==> src/rtl/params_pkg.sv <==
// params_pkg: default widths/depths and the request entry type
// shared by the mbm read front-end and its bench.
package params_pkg;

    localparam int DATA_W = 16;
    localparam int ADDR_W = 16;
    localparam int REQ_D  = 4;
    localparam int RESP_D = 4;
    localparam int STAT_W = 32;

    typedef logic [ADDR_W-1:0] req_entry_t;

endpackage

==> src/rtl/mbm_sync_fifo.sv <==
// mbm_sync_fifo: single-clock FIFO, power-of-2 depth, accepts
// push+pop together even when full; dout reads 0 while empty.
module mbm_sync_fifo #(
    parameter int WIDTH = 16,
    parameter int DEPTH = 4
) (
    input  logic                     clk,
    input  logic                     rst,
    input  logic                     push,
    input  logic                     pop,
    input  logic [WIDTH-1:0]         din,
    output logic [WIDTH-1:0]         dout,
    output logic [$clog2(DEPTH):0]   count,
    output logic                     full,
    output logic                     empty
);

    localparam int AW = $clog2(DEPTH);

    logic [WIDTH-1:0] mem [DEPTH];
    logic [AW-1:0]    wptr;
    logic [AW-1:0]    rptr;
    logic             do_push;
    logic             do_pop;

    assign empty   = (count == '0);
    assign full    = (count == (AW+1)'(DEPTH));
    assign do_pop  = pop && !empty;
    assign do_push = push && (!full || do_pop);
    assign dout    = empty ? '0 : mem[rptr];

    // storage write; contents are only observed while non-empty
    always_ff @(posedge clk) begin
        if (do_push) mem[wptr] <= din;
    end

    // pointers wrap naturally, count tracks occupancy
    always_ff @(posedge clk or negedge rst) begin
        if (!rst) begin
            wptr  <= '0;
            rptr  <= '0;
            count <= '0;
        end else begin
            if (do_push) wptr <= wptr + AW'(1);
            if (do_pop)  rptr <= rptr + AW'(1);
            case ({do_push, do_pop})
                2'b10:   count <= count + (AW+1)'(1);
                2'b01:   count <= count - (AW+1)'(1);
                default: count <= count;
            endcase
        end
    end

endmodule

==> src/rtl/mbm_read_frontend.sv <==
// mbm_read_frontend: queues read addresses, issues them under a
// response credit, returns data in order. Stats: MBM_READ_FRONTEND_STATS_EN.
module mbm_read_frontend
    import params_pkg::*;
#(
    parameter int DATA_WIDTH = DATA_W,
    parameter int ADDR_WIDTH = ADDR_W,
    parameter int REQ_DEPTH  = REQ_D,
    parameter int RESP_DEPTH = RESP_D
) (
    input  logic                  clk,
    input  logic                  rst,
    input  logic [ADDR_WIDTH-1:0] s_addr,
    input  logic                  s_valid,
    output logic                  s_ready,
    output logic [DATA_WIDTH-1:0] s_data,
    output logic                  s_dvalid,
    input  logic                  s_dready,
    output logic [ADDR_WIDTH-1:0] r_addr,
    output logic                  r_avalid,
    input  logic                  r_aready,
    input  logic [DATA_WIDTH-1:0] r_data,
    input  logic                  r_dvalid,
    output logic                  err_unexpected
`ifdef MBM_READ_FRONTEND_STATS_EN
    ,
    output logic [STAT_W-1:0]     stat_issued,
    output logic [STAT_W-1:0]     stat_stall
`endif
);

    localparam int QW = $clog2(REQ_DEPTH) + 1;
    localparam int RW = $clog2(RESP_DEPTH) + 1;

    logic          live;
    logic [QW-1:0] req_count;
    logic          req_full;
    logic          req_empty;
    logic [RW-1:0] resp_count;
    logic          resp_full;
    logic          resp_empty;
    logic [RW-1:0] outstanding;
    logic [RW:0]   in_use;
    logic          credit;
    logic          accept;
    logic          issue;
    logic          expected;
    logic          take;

    assign s_ready  = live && !req_full
                      && (req_count < QW'(REQ_DEPTH));
    assign accept   = s_valid && s_ready;
    assign in_use   = {1'b0, outstanding} + {1'b0, resp_count};
    assign credit   = !resp_full && (in_use < (RW+1)'(RESP_DEPTH));
    assign r_avalid = !req_empty && credit;
    assign issue    = r_avalid && r_aready;
    assign expected = (outstanding != '0);
    assign take     = r_dvalid && expected;
    assign s_dvalid = !resp_empty;

    mbm_sync_fifo #(
        .WIDTH (ADDR_WIDTH),
        .DEPTH (REQ_DEPTH)
    ) u_req (
        .clk   (clk),
        .rst   (rst),
        .push  (accept),
        .pop   (issue),
        .din   (s_addr),
        .dout  (r_addr),
        .count (req_count),
        .full  (req_full),
        .empty (req_empty)
    );

    mbm_sync_fifo #(
        .WIDTH (DATA_WIDTH),
        .DEPTH (RESP_DEPTH)
    ) u_resp (
        .clk   (clk),
        .rst   (rst),
        .push  (take),
        .pop   (s_dready),
        .din   (r_data),
        .dout  (s_data),
        .count (resp_count),
        .full  (resp_full),
        .empty (resp_empty)
    );

    // s_ready stays low until the first edge after reset release
    always_ff @(posedge clk or negedge rst) begin
        if (!rst) live <= 1'b0;
        else      live <= 1'b1;
    end

    // outstanding reads; stray data is dropped and flagged
    always_ff @(posedge clk or negedge rst) begin
        if (!rst) begin
            outstanding    <= '0;
            err_unexpected <= 1'b0;
        end else begin
            case ({issue, take})
                2'b10:   outstanding <= outstanding + RW'(1);
                2'b01:   outstanding <= outstanding - RW'(1);
                default: outstanding <= outstanding;
            endcase
            if (r_dvalid && !expected) err_unexpected <= 1'b1;
        end
    end

`ifdef MBM_READ_FRONTEND_STATS_EN
    logic stall;

    assign stall = !req_empty && !r_avalid;

    // saturating issue and credit-stall counters
    always_ff @(posedge clk or negedge rst) begin
        if (!rst) begin
            stat_issued <= '0;
            stat_stall  <= '0;
        end else begin
            if (issue && (stat_issued != '1))
                stat_issued <= stat_issued + STAT_W'(1);
            if (stall && (stat_stall != '1))
                stat_stall <= stat_stall + STAT_W'(1);
        end
    end
`else
    // statistics counters are not built
`endif

endmodule
==> config.mk <==
export PLATFORM = sky130hd
export DESIGN_NAME = mbm_read_frontend
export DESIGN_NICKNAME = d
export VERILOG_FILES = /design/src/rtl/params_pkg.sv /design/src/rtl/mbm_sync_fifo.sv /design/src/rtl/mbm_read_frontend.sv
export SDC_FILE = /design/constraint.sdc
export NUM_CORES = 1
export LEC_CHECK = 0
export BUFFER_PORTS_ARGS = -buffer_cell sky130_fd_sc_hd__buf_2
export CAP_MARGIN = 20
export CORE_MARGIN = 10
export CORE_UTILIZATION = 30
export CTS_BUF_LIST = sky130_fd_sc_hd__clkbuf_8
export DETAILED_ROUTE_END_ITERATION = 7
export HOLD_SLACK_MARGIN = 0.1
export SLEW_MARGIN = 20
export SYNTH_ARGS = -nofsm -noshare
export SYNTH_HDL_FRONTEND = slang
export SYNTH_SLANG_ARGS = --single-unit
==> constraint.sdc <==
create_clock -name clk -period 2.45 [get_ports clk]
set_input_delay 0.49 -clock clk [delete_from_list [all_inputs] [get_ports clk]]
set_output_delay 0.49 -clock clk [all_outputs]
set_load 0.01 [all_outputs]
==> results_dict.tcl, run 1 <==
set metrics [dict create \
    outcome "complete, no violations" \
    crit_slowest_cell "dfrtp_1" \
    grt.overflow.total 0 \
    ioPinCount 74 \
    yosysWarnings 0 \
    p_leak_nw 2.63 \
    netlist_area_um2 6010 \
    portBuffers 73 \
    synth_top_area_share_pct 64.0 \
    grt_pass1_vias 3218 \
    drive_gt1_share_pct 39.5 \
    crit_family "simple AND/OR/NAND/NOR gates" \
    crit_path_end_kind "output pin" \
    clk_pin_slew_worst_paths_ns 0.08 \
    drtIter0Drc 109 \
    num_vias 2955 \
    p_per_area_nw_per_um2 1180 \
    ant_nets 0 \
    rsz0062_at_grt "true" \
    min_period_ns 2.42 \
    die_w_um 162 \
    power_mw 8.49 \
    synth_cell_types 33 \
    routedWlPerCell_um 17.0 \
    worst_hold_slack_ns 0.268 \
    clk_path_buf_depth 2 \
    path_max_fanout 2 \
    skew_ns 0.0119 \
    syn-num-nets 361 \
    start_util_pct 30.7 \
    routed_via_density 4.32 \
    antenna_found_initial 1 \
    cts_tree "built" \
    yosysTopAreaCell "edfxtp_1" \
    dr.pass1.iters 4 \
    drc 0 \
    hold_violations 0 \
    dieArea_um2 26100 \
    final_common_cell "edfxtp_1" \
    fin_ws_ns 0.0347 \
    cts_buffers 17 \
    slew_violations 0 \
    worst_skew_pair.late_latency_ns 0.43 \
    nNetsFinal 459 \
    cp_cell_sequence "ha_1, and3_4, a31oi_4, buf_6, nand2_4, nor3_4, buf_2" \
    worst_setup_path_start_kind "register" \
    placed_area_um2 6740 \
    cap_violations 0 \
    grt_max_degree 20 \
    crit_arrival_ns 1.93 \
    finalSetupViolations 0 \
    required_ns 1.96 \
    crit_buf_inv 2 \
    rows 51 \
    clock-sinks 147 \
    critPathMaxStageDelay_ns 0.38 \
    syn_inst 307 \
    finalCritPeriodShare_pct 98.6 \
    synth_seq_area_share_pct 71.9 \
    grt_pass1_wl_mm 17.8 \
    placed_cells 647 \
    critical_path_class "reg -> out" \
    gp_congestion 0.713 \
    synth_top_cells_by_area "edfxtp_1 64%, mux4_2 11%, dfrtp_1 7.9%" \
    clock.fmax_mhz 414 \
    die_h_um 162 \
    hold_class "in -> reg" \
    post-route-util_pct 36.8 \
    postSynthAreaPerCell_um2 19.6 \
    htree_levels 4 \
    syn_to_final_growth_pct 20.1 \
    clk_root_buffer_cell "clkbuf_8" \
    final_cell_count_no_fill 684 \
    final_cell_mix "128 x edfxtp_1, 73 x buf_2, 32 x mux4_2" \
    tns_ns 0 \
    wl_mm 11.6 \
    hpwlAfterDp_mm 7.51 \
    peakVddDrop_uv 406 \
    dp_slack_ns 0.0720 \
    finalInstanceArea_um2 7220 \
    ys_ff_latch 147 \
    grt_usage_pct 8.98 \
    core_area_um2 19600 \
]
==> synthesized netlist by cell type <==
library cell and n:
mux4_2 30, nor2b_1 18, buf_2 5, o41a_4 1
nor3_1 2, edfxtp_1 128, nor3b_1 1, inv_1 16
nand4_1 1, o21ai_0 2, fa_1 3, a21o_1 1
xnor2_1 8, inv_2 1, mux4_1 2, nor3_4 1
clkbuf_1 2, xor2_1 7, or3_1 1, and3_1 6
conb_1 1, nor2_1 4, mux2i_1 2, buf_12 1
and2_2 4, and2_4 1, nand2_1 4, buf_6 3
and2_1 17, ha_1 13, a31oi_1 1, dfrtp_1 19
mux2_4 1
==> layer usage <==
layer | GRT usage (%) | wire length [um] | vias to the layer above
li1 | - | - | 1363
met1 | 9.95 | 4840 | 1506
met2 | 15.0 | 5790 | 73
met3 | 4.14 | 848 | 11
met4 | 3.02 | 134 | 2
met5 | 0 | 17 | -
==> logic make-up (layout without fill, tap and decap cells) <==
group / Yosys count / after routing / share of synthesized area [%]
DFF: 147 / 147 / 71.9
and+or+nand+nor: 60 / 60 / 6.19
muxes: 35 / 35 / 12.7
buffers and inverters: 28 / 139 / 2.50
adders and majority gates: 16 / 16 / 3.71
xor gates and xnor gates: 15 / 15 / 2.19
AOI/OAI and AO/OA: 5 / 5 / 0.750
other: 1 / 2 / 0.0624
==> where the power goes <==
group / leakage [nW] / switching (mW) / internal [mW]
logic: 1.06 / 1.67 / 1.64
clock network: 0.194 / 0.870 / 0.893
registers: 1.38 / 0.205 / 3.21
total: 2.63 / 2.75 / 5.74
==> repair_timing <==
item                                    4_1_cts  5_1_grt
endpoints found under the setup margin        3       19
hold buffers                                  1        0
setup buffers                                 2        0
pin swaps                                     0        2
gates resized for setup                       1       13
endpoints found under the hold margin        19        0
cloned                                        0        1
==> worst reg2reg max path: stages, from the launching register on <==
cell	delay, ns
dfrtp_1	0.38
ha_1	0.29
and3_4	0.18
a31oi_4	0.16
and3_1	0.24
ha_1	0.20
inv_1	0.06
fa_1	0.37
xor2_1	0.15
nor2_1	0.11
xor2_1	0.15
==> sequential cells by signal (all words and copies together), names as in the netlist <==
name	count
u_resp.rptr	2
u_req.mem	64
u_resp.count	3
u_req.rptr	2
live	1
err_unexpected	1
u_resp.mem	64
u_req.count	3
u_req.wptr	2
outstanding	3
u_resp.wptr	2
==> path summary, 6_finish.rpt <==
check	start	endpoint	slack (ns)	depth (start not counted)
max	outstanding[1]	r_avalid	0.03	7
max reg2reg	outstanding[1]	u_req.count[2]	0.11	10
max in group asynchronous	rst	u_resp.rptr[0]	1.58	2
min	r_data[4]	u_resp.mem[1][4]	0.27	1
min reg2reg	err_unexpected	err_unexpected	0.45	1
min in group asynchronous	rst	u_req.wptr[1]	0.54	2
==> cell type report <==
type / count / area, um2
multi-input cells: 132 / 1580
inverters: 17 / 63.8
repair buffers: 90 / 546
fillers: 1834 / 12400
clock buffers: 17 / 234
clock inverters: 15 / 140
flip-flops and latches: 147 / 4320
diodes: 1 / 2.50
well taps: 265 / 332
Note: power is estimated with default switching activity, not from simulation.
==> run 2: changes to the inputs <==
--- a/config.mk
+++ b/config.mk
@@ -12,2 +12,3 @@
 export CTS_BUF_LIST = sky130_fd_sc_hd__clkbuf_8
+export CTS_CLUSTER_SIZE = 30
 export DETAILED_ROUTE_END_ITERATION = 7
==> constraint.sdc (replaced) <==
create_clock -name clk -period 2.45 [get_ports clk]
set_input_delay 0.1225 -clock clk [delete_from_list [all_inputs] [get_ports clk]]
set_output_delay 0.1225 -clock clk [all_outputs]
set_load 0.01 [all_outputs]
==> run 2 against run 1 <==
Design area rose by 4.1%. Largest power group unchanged. Maximum frequency rose by 4.7%. Register-to-register slack improved by 0.03 ns. Clock skew fell by 0.0020 ns. Critical endpoint is now outstanding[2]. Cell count rose by 4.8%. Combinational power fell by 4%. Die area did not move. Critical path type is now reg -> reg. Non-clock buffer count rose by 35. Setup slack improved by 0.11 ns. Critical path depth rose by 5. Via count rose by 4.2%. Utilization rose by 1.5 points.
==> results_dict.tcl, run 2 (synthesis gave the netlist of run 1 again) <==
set metrics [dict create \
    outcome "complete, no violations" \
    wl_met1_mm 4.88 \
    p_leak_nw 2.75 \
    worst_hold_slack_ns 0.176 \
    required_ns 2.81 \
    syn_to_final_growth_pct 25.1 \
    pwr-share-seq_pct 40.7 \
    critPathMaxStageDelay_ns 0.40 \
    hold_violations 0 \
    finalInstanceArea_um2 7510 \
    wl_met2_mm 5.98 \
    combPwrFrac_pct 38.0 \
    gp_congestion 0.725 \
    routed_via_density 4.30 \
    p_clk_share_pct 21.3 \
    grt_pass1_vias 3397 \
    finalCritPeriodShare_pct 94.2 \
    dr.pass1.iters 4 \
    htree_levels 4 \
    peakVddDrop_uv 369 \
    routedWlPerCell_um 16.3 \
    cts_tree "built" \
    routed-wl-met3_um 734 \
    swShare_pct 32.3 \
    post-route-util_pct 38.4 \
    dieArea_um2 26100 \
    die_h_um 162 \
    nNetsFinal 494 \
    grt_max_degree 20 \
    cts_buffers 17 \
    grt_usage_pct 9.28 \
    clock-sinks 147 \
    num_vias 3080 \
    slew_violations 0 \
    finalSetupViolations 0 \
    clk_path_buf_depth 2 \
    routed.top_layer "met4" \
    crit_slowest_cell "dfrtp_1" \
    worst_skew_pair.late_latency_ns 0.43 \
    cp_cell_sequence "ha_1, and3_4, a31oi_4, and3_4, buf_4, inv_1, ha_2, inv_1, fa_2, xor2_1, nor2_1, xor2_1" \
    hold_class "in -> async" \
    start_util_pct 30.7 \
    power.internal_mw 5.68 \
    largestRegisters "u_req.mem x64, u_resp.mem x64" \
    drc 0 \
    antenna_found_initial 0 \
    die_w_um 162 \
    wl_mm 11.7 \
    crit_arrival_ns 2.66 \
    p_sw_mw 2.71 \
    grt_pass1_wl_mm 18.5 \
    final_cell_mix "128 x edfxtp_1, 73 x buf_2, 36 x dlygate4sd3_1" \
    clk_root_buffer_cell "clkbuf_8" \
    portBuffers 73 \
    antenna_cells 0 \
    cap_violations 0 \
    grt.overflow.total 0 \
    worst_setup_path_start_kind "register" \
    path_max_fanout 3 \
    hpwlAfterDp_mm 7.67 \
    p_per_area_nw_per_um2 1120 \
    drive_gt1_share_pct 35.8 \
    crit_path_end_kind "register" \
    final_common_cell "edfxtp_1" \
    clock.fmax_mhz 433 \
    drtIter0Drc 107 \
    ioPinCount 74 \
    rows 51 \
    ant_nets 0 \
    skew_ns 0.00986 \
    clk_pin_slew_worst_paths_ns 0.08 \
    min_period_ns 2.31 \
    critical_path_class "reg -> reg" \
    core_area_um2 19600 \
    placed_area_um2 6720 \
]
==> run 2: cell count changes in the layout (fill, tap and decap cells not counted), moves of 2 or more <==
cell	delta
ha_1	-2
buf_12	-2
buf_4	+5
mux4_2	-2
mux4_1	+2
buf_6	-2
dlygate4sd3_1	+35
==> run 2: repair_timing <==
action / in CTS / in global routing
endpoints found under the setup margin: 0 / 1
resized for setup: 0 / 9
endpoints found under the hold margin: 152 / 0
setup buffers: 0 / 2
hold buffers: 36 / 0
==> run 2: power by group through the flow <==
stage	registers [mW]	clock network (mW)	logic, mW
finish	3.41	1.79	3.19
global route	3.46	1.97	3.55
CTS	3.42	1.85	3.19
detailed placement	3.48	0	3.13
global placement	3.44	0	3.08
floorplan	3.41	0	2.16
==> run 2: metrics by stage <==
step | TNS, ns | setup slack (ns) | instances | total power [mW]
4_1_cts | 0 | 0.0429 | 715 | 8.46
6_report | 0 | 0.142 | 717 | 8.39
3_5_place_dp | 0 | 0.0849 | 648 | 6.61
2_1_floorplan | 0 | 0.143 | 307 | 5.57
5_1_grt | -0.00976 | -0.00976 | 717 | 8.98
3_3_place_gp | 0 | 0.128 | 648 | 6.53
==> run 2: worst max-delay path: cells and delay by family, from the launching register on <==
family | cells | cell delay (ns)
AOI/OAI and AO/OA | 1 | 0.04
xor gates and xnor gates | 2 | 0.28
adders and majority gates | 3 | 0.79
buffers and inverters | 3 | 0.24
DFF | 1 | 0.40
and+or+nand+nor | 3 | 0.49
==> run 2: cell type report <==
class	count	area (um2)
inverters	17	63.8
clock inverters	14	139
flip-flops and latches	147	4320
well taps	265	332
clock buffers	17	234
repair buffers	125	846
fillers	1828	12100
multi-input cells	132	1580
==> run 2: per-layer routing <==
metal  global-route usage (%)  vias to the layer above
met1                     10.4                     1557
li1                         -                     1433
met4                     3.10                        0
met2                     15.5                       79
met5                        0                        -
met3                     4.02                       11
==> run 2: worst paths after layout <==
check	from	to	slack (ns)	depth (start not counted)
max	outstanding[1]	outstanding[2]	0.14	12
min	rst	u_req.wptr[0]	0.18	2
max reg2reg	outstanding[1]	outstanding[2]	0.14	12
min reg2reg	err_unexpected	err_unexpected	0.46	1
max in group asynchronous	rst	u_req.rptr[1]	1.96	2
min in group clk	r_aready	u_req.rptr[1]	0.18	4
==> run 3: changes to the inputs <==
ABC_AREA = 1   (was unset)
==> run 3 against run 2 <==
Flip-flop and latch count unchanged. Largest power group is now combinational cells. Register-to-register slack better by 0.03 ns. First-iteration DRC count up 110%. Critical path depth unchanged. Sequential power down 1%. Clock power down 6%.
==> results_dict.tcl, run 3 <==
set metrics [dict create \
    outcome "complete, no violations" \
    ant_nets 0 \
    finalSetupViolations 0 \
    clock.fmax_mhz 440 \
    reg2reg_setup_slack_ns 0.17 \
    grt_usage_pct 10.2 \
    syn_to_final_growth_pct 21.2 \
    antenna_found_initial 0 \
    async_reset_ff_share_pct 12.9 \
    dr.pass1.iters 4 \
    routedWlPerCell_um 14.5 \
    final_cell_mix "143 x nor2_1, 128 x edfxtp_1, 73 x buf_2" \
    die_h_um 164 \
    synth_cell_types 28 \
    gp_congestion 0.721 \
    grt_pass1_vias 4085 \
    netlist_area_um2 6230 \
    hold_violations 0 \
    dp_slack_ns 0.146 \
    crit_path_end_kind "register" \
    grt_pass1_wl_mm 21.3 \
    relSlewSlack_pct 56.5 \
    ys_ff_latch 147 \
    syn-num-nets 571 \
    min_period_ns 2.28 \
    synth_enable_flop_cells 128 \
    crit_arrival_ns 2.59 \
    portBuffers 73 \
    clock-sinks 147 \
    syn_inst 517 \
    finalCritPeriodShare_pct 92.9 \
    final_common_cell "nor2_1" \
    cts_tree "built" \
    synth_seq_area_share_pct 69.3 \
    yosysWarnings 0 \
    ioPinCount 74 \
    path_max_fanout 4 \
    worst_skew_pair.late_latency_ns 0.44 \
    synthFlopType "edfxtp_1" \
    r2r_cells 12 \
    grt_max_degree 35 \
    drc 0 \
    clk_root_buffer_cell "clkbuf_8" \
    drive_gt1_share_pct 19.8 \
    wl_mm 13.4 \
    p_per_area_nw_per_um2 1130 \
    worstReg2RegStart "u_resp.count[2]" \
    nNetsFinal 691 \
    tns_ns 0 \
    synth_top_area_share_pct 61.7 \
    rows 52 \
    required_ns 2.77 \
    num_vias 4010 \
    htree_levels 4 \
    synth_top_cells_by_area "edfxtp_1 62%, nor2_1 8.7%, dfrtp_1 7.6%" \
    yosys.cell_count.top_type "nor2_1" \
    rsz0062_at_grt "false" \
    core_area_um2 20300 \
    reg2reg_to "u_req.count[2]" \
    skew_ns 0.0118 \
    worst_setup_path_start_kind "register" \
    start_util_pct 30.7 \
    grt.overflow.total 0 \
    drtIter0Drc 221 \
    synthTopCellsByCount "144 x nor2_1, 128 x edfxtp_1, 50 x o21ai_1, 36 x a21oi_1, 31 x inv_1" \
    cap_violations 0 \
    nFillCells 1970 \
    clk_pin_slew_worst_paths_ns 0.08 \
    hpwlAfterDp_mm 8.38 \
    clk_path_buf_depth 2 \
    largestRegisters "u_req.mem x64, u_resp.mem x64" \
    critical_path_class "reg -> reg" \
    peakVddDrop_uv 617 \
    cts_buffers 17 \
    slew_violations 0 \
    dieArea_um2 26900 \
    antenna_cells 0 \
    die_w_um 164 \
    hold_class "in -> async" \
    postSynthAreaPerCell_um2 12.0 \
    postCtsSetupBuffers 0 \
    fin_ws_ns 0.175 \
    worst_slew_pin_slew_ns 0.651 \
    p_leak_nw 2.88 \
    routed_via_density 4.36 \
    yosysTopAreaCell "edfxtp_1" \
]
-- run 3: kinds of logic after synthesis --
family | after synthesis | share of synthesized area (%)
buffers and inverters | 59 | 5.73
flip-flops | 147 | 69.3
XOR/XNOR | 8 | 1.12
other | 1 | 0.0602
AO/OA/AOI/OAI | 109 | 8.92
adder cells (fa/ha/maj) | 16 | 3.58
AND/OR/NAND/NOR | 177 | 11.2
-- run 3: repair_timing --
| action | CTS | global route |
|---|---|---|
| hold buffers | 36 | 0 |
| endpoints found under the hold margin | 154 | 0 |
| gates resized for setup | 0 | 1 |
| setup endpoints to repair | 0 | 1 |
-- run 3: routing by layer --
layer,track usage [%],wire length (um)
met4,2.92,91
met5,0,0
met3,3.23,856
met1,12.6,5920
met2,16.7,6510
-- run 3: metrics by stage --
stage                     total power, mW  instances  hold slack, ns  instance area, um2  utilization, %
after floorplan                      5.87        517          -0.173                6230               -
after global placement               6.83        852          0.0988                6830            33.7
final                                8.51        920           0.169                7550            37.2
after CTS                            8.65        920           0.153                7540            37.2
after global routing                 9.22        920           0.192                7550            37.2
after detailed placement             6.90        852           0.109                6830            33.7
-- run 3: layout make-up --
| type | count | area (um2) | area share [%] |
|---|---|---|---|
| flip-flops and latches | 147 | 4320 | 57.2 |
| repair buffers | 123 | 831 | 11.0 |
| clock buffers | 17 | 234 | 3.10 |
| multi-input cells | 311 | 1560 | 20.6 |
| well taps | 270 | 338 | 4.48 |
| clock inverters | 15 | 118 | 1.56 |
| inverters | 37 | 151 | 2.01 |
-- run 3: worst max path at each step --
stage	cells after the start	to	from	slack, ns
2_1_floorplan	12	u_req.count[2]	u_resp.count[2]	0.30
3_3_place_gp	12	u_req.count[2]	u_resp.count[2]	0.18
3_5_place_dp	12	u_req.count[2]	u_resp.count[2]	0.15
4_1_cts	12	u_req.count[2]	u_resp.count[2]	0.15
5_1_grt	12	u_req.count[2]	u_resp.count[2]	0.02
6_report	12	u_req.count[2]	u_resp.count[2]	0.17
-- run 3: report_power, final --
part | internal (mW) | total (mW) | switching, mW
registers | 3.17 | 3.37 | 0.196
clock network | 0.791 | 1.69 | 0.899
logic | 1.24 | 3.45 | 2.22
total | 5.20 | 8.51 | 3.31
-- run 3: critical path: stages (launching register included) --
cell	delay [ns]
dfrtp_1	0.42
ha_1	0.31
nor2_2	0.10
nand2_1	0.06
nor2_1	0.11
nand3_2	0.11
inv_1	0.08
ha_1	0.14
inv_1	0.07
fa_1	0.38
a21oi_1	0.14
o21ai_0	0.10
xor2_1	0.15
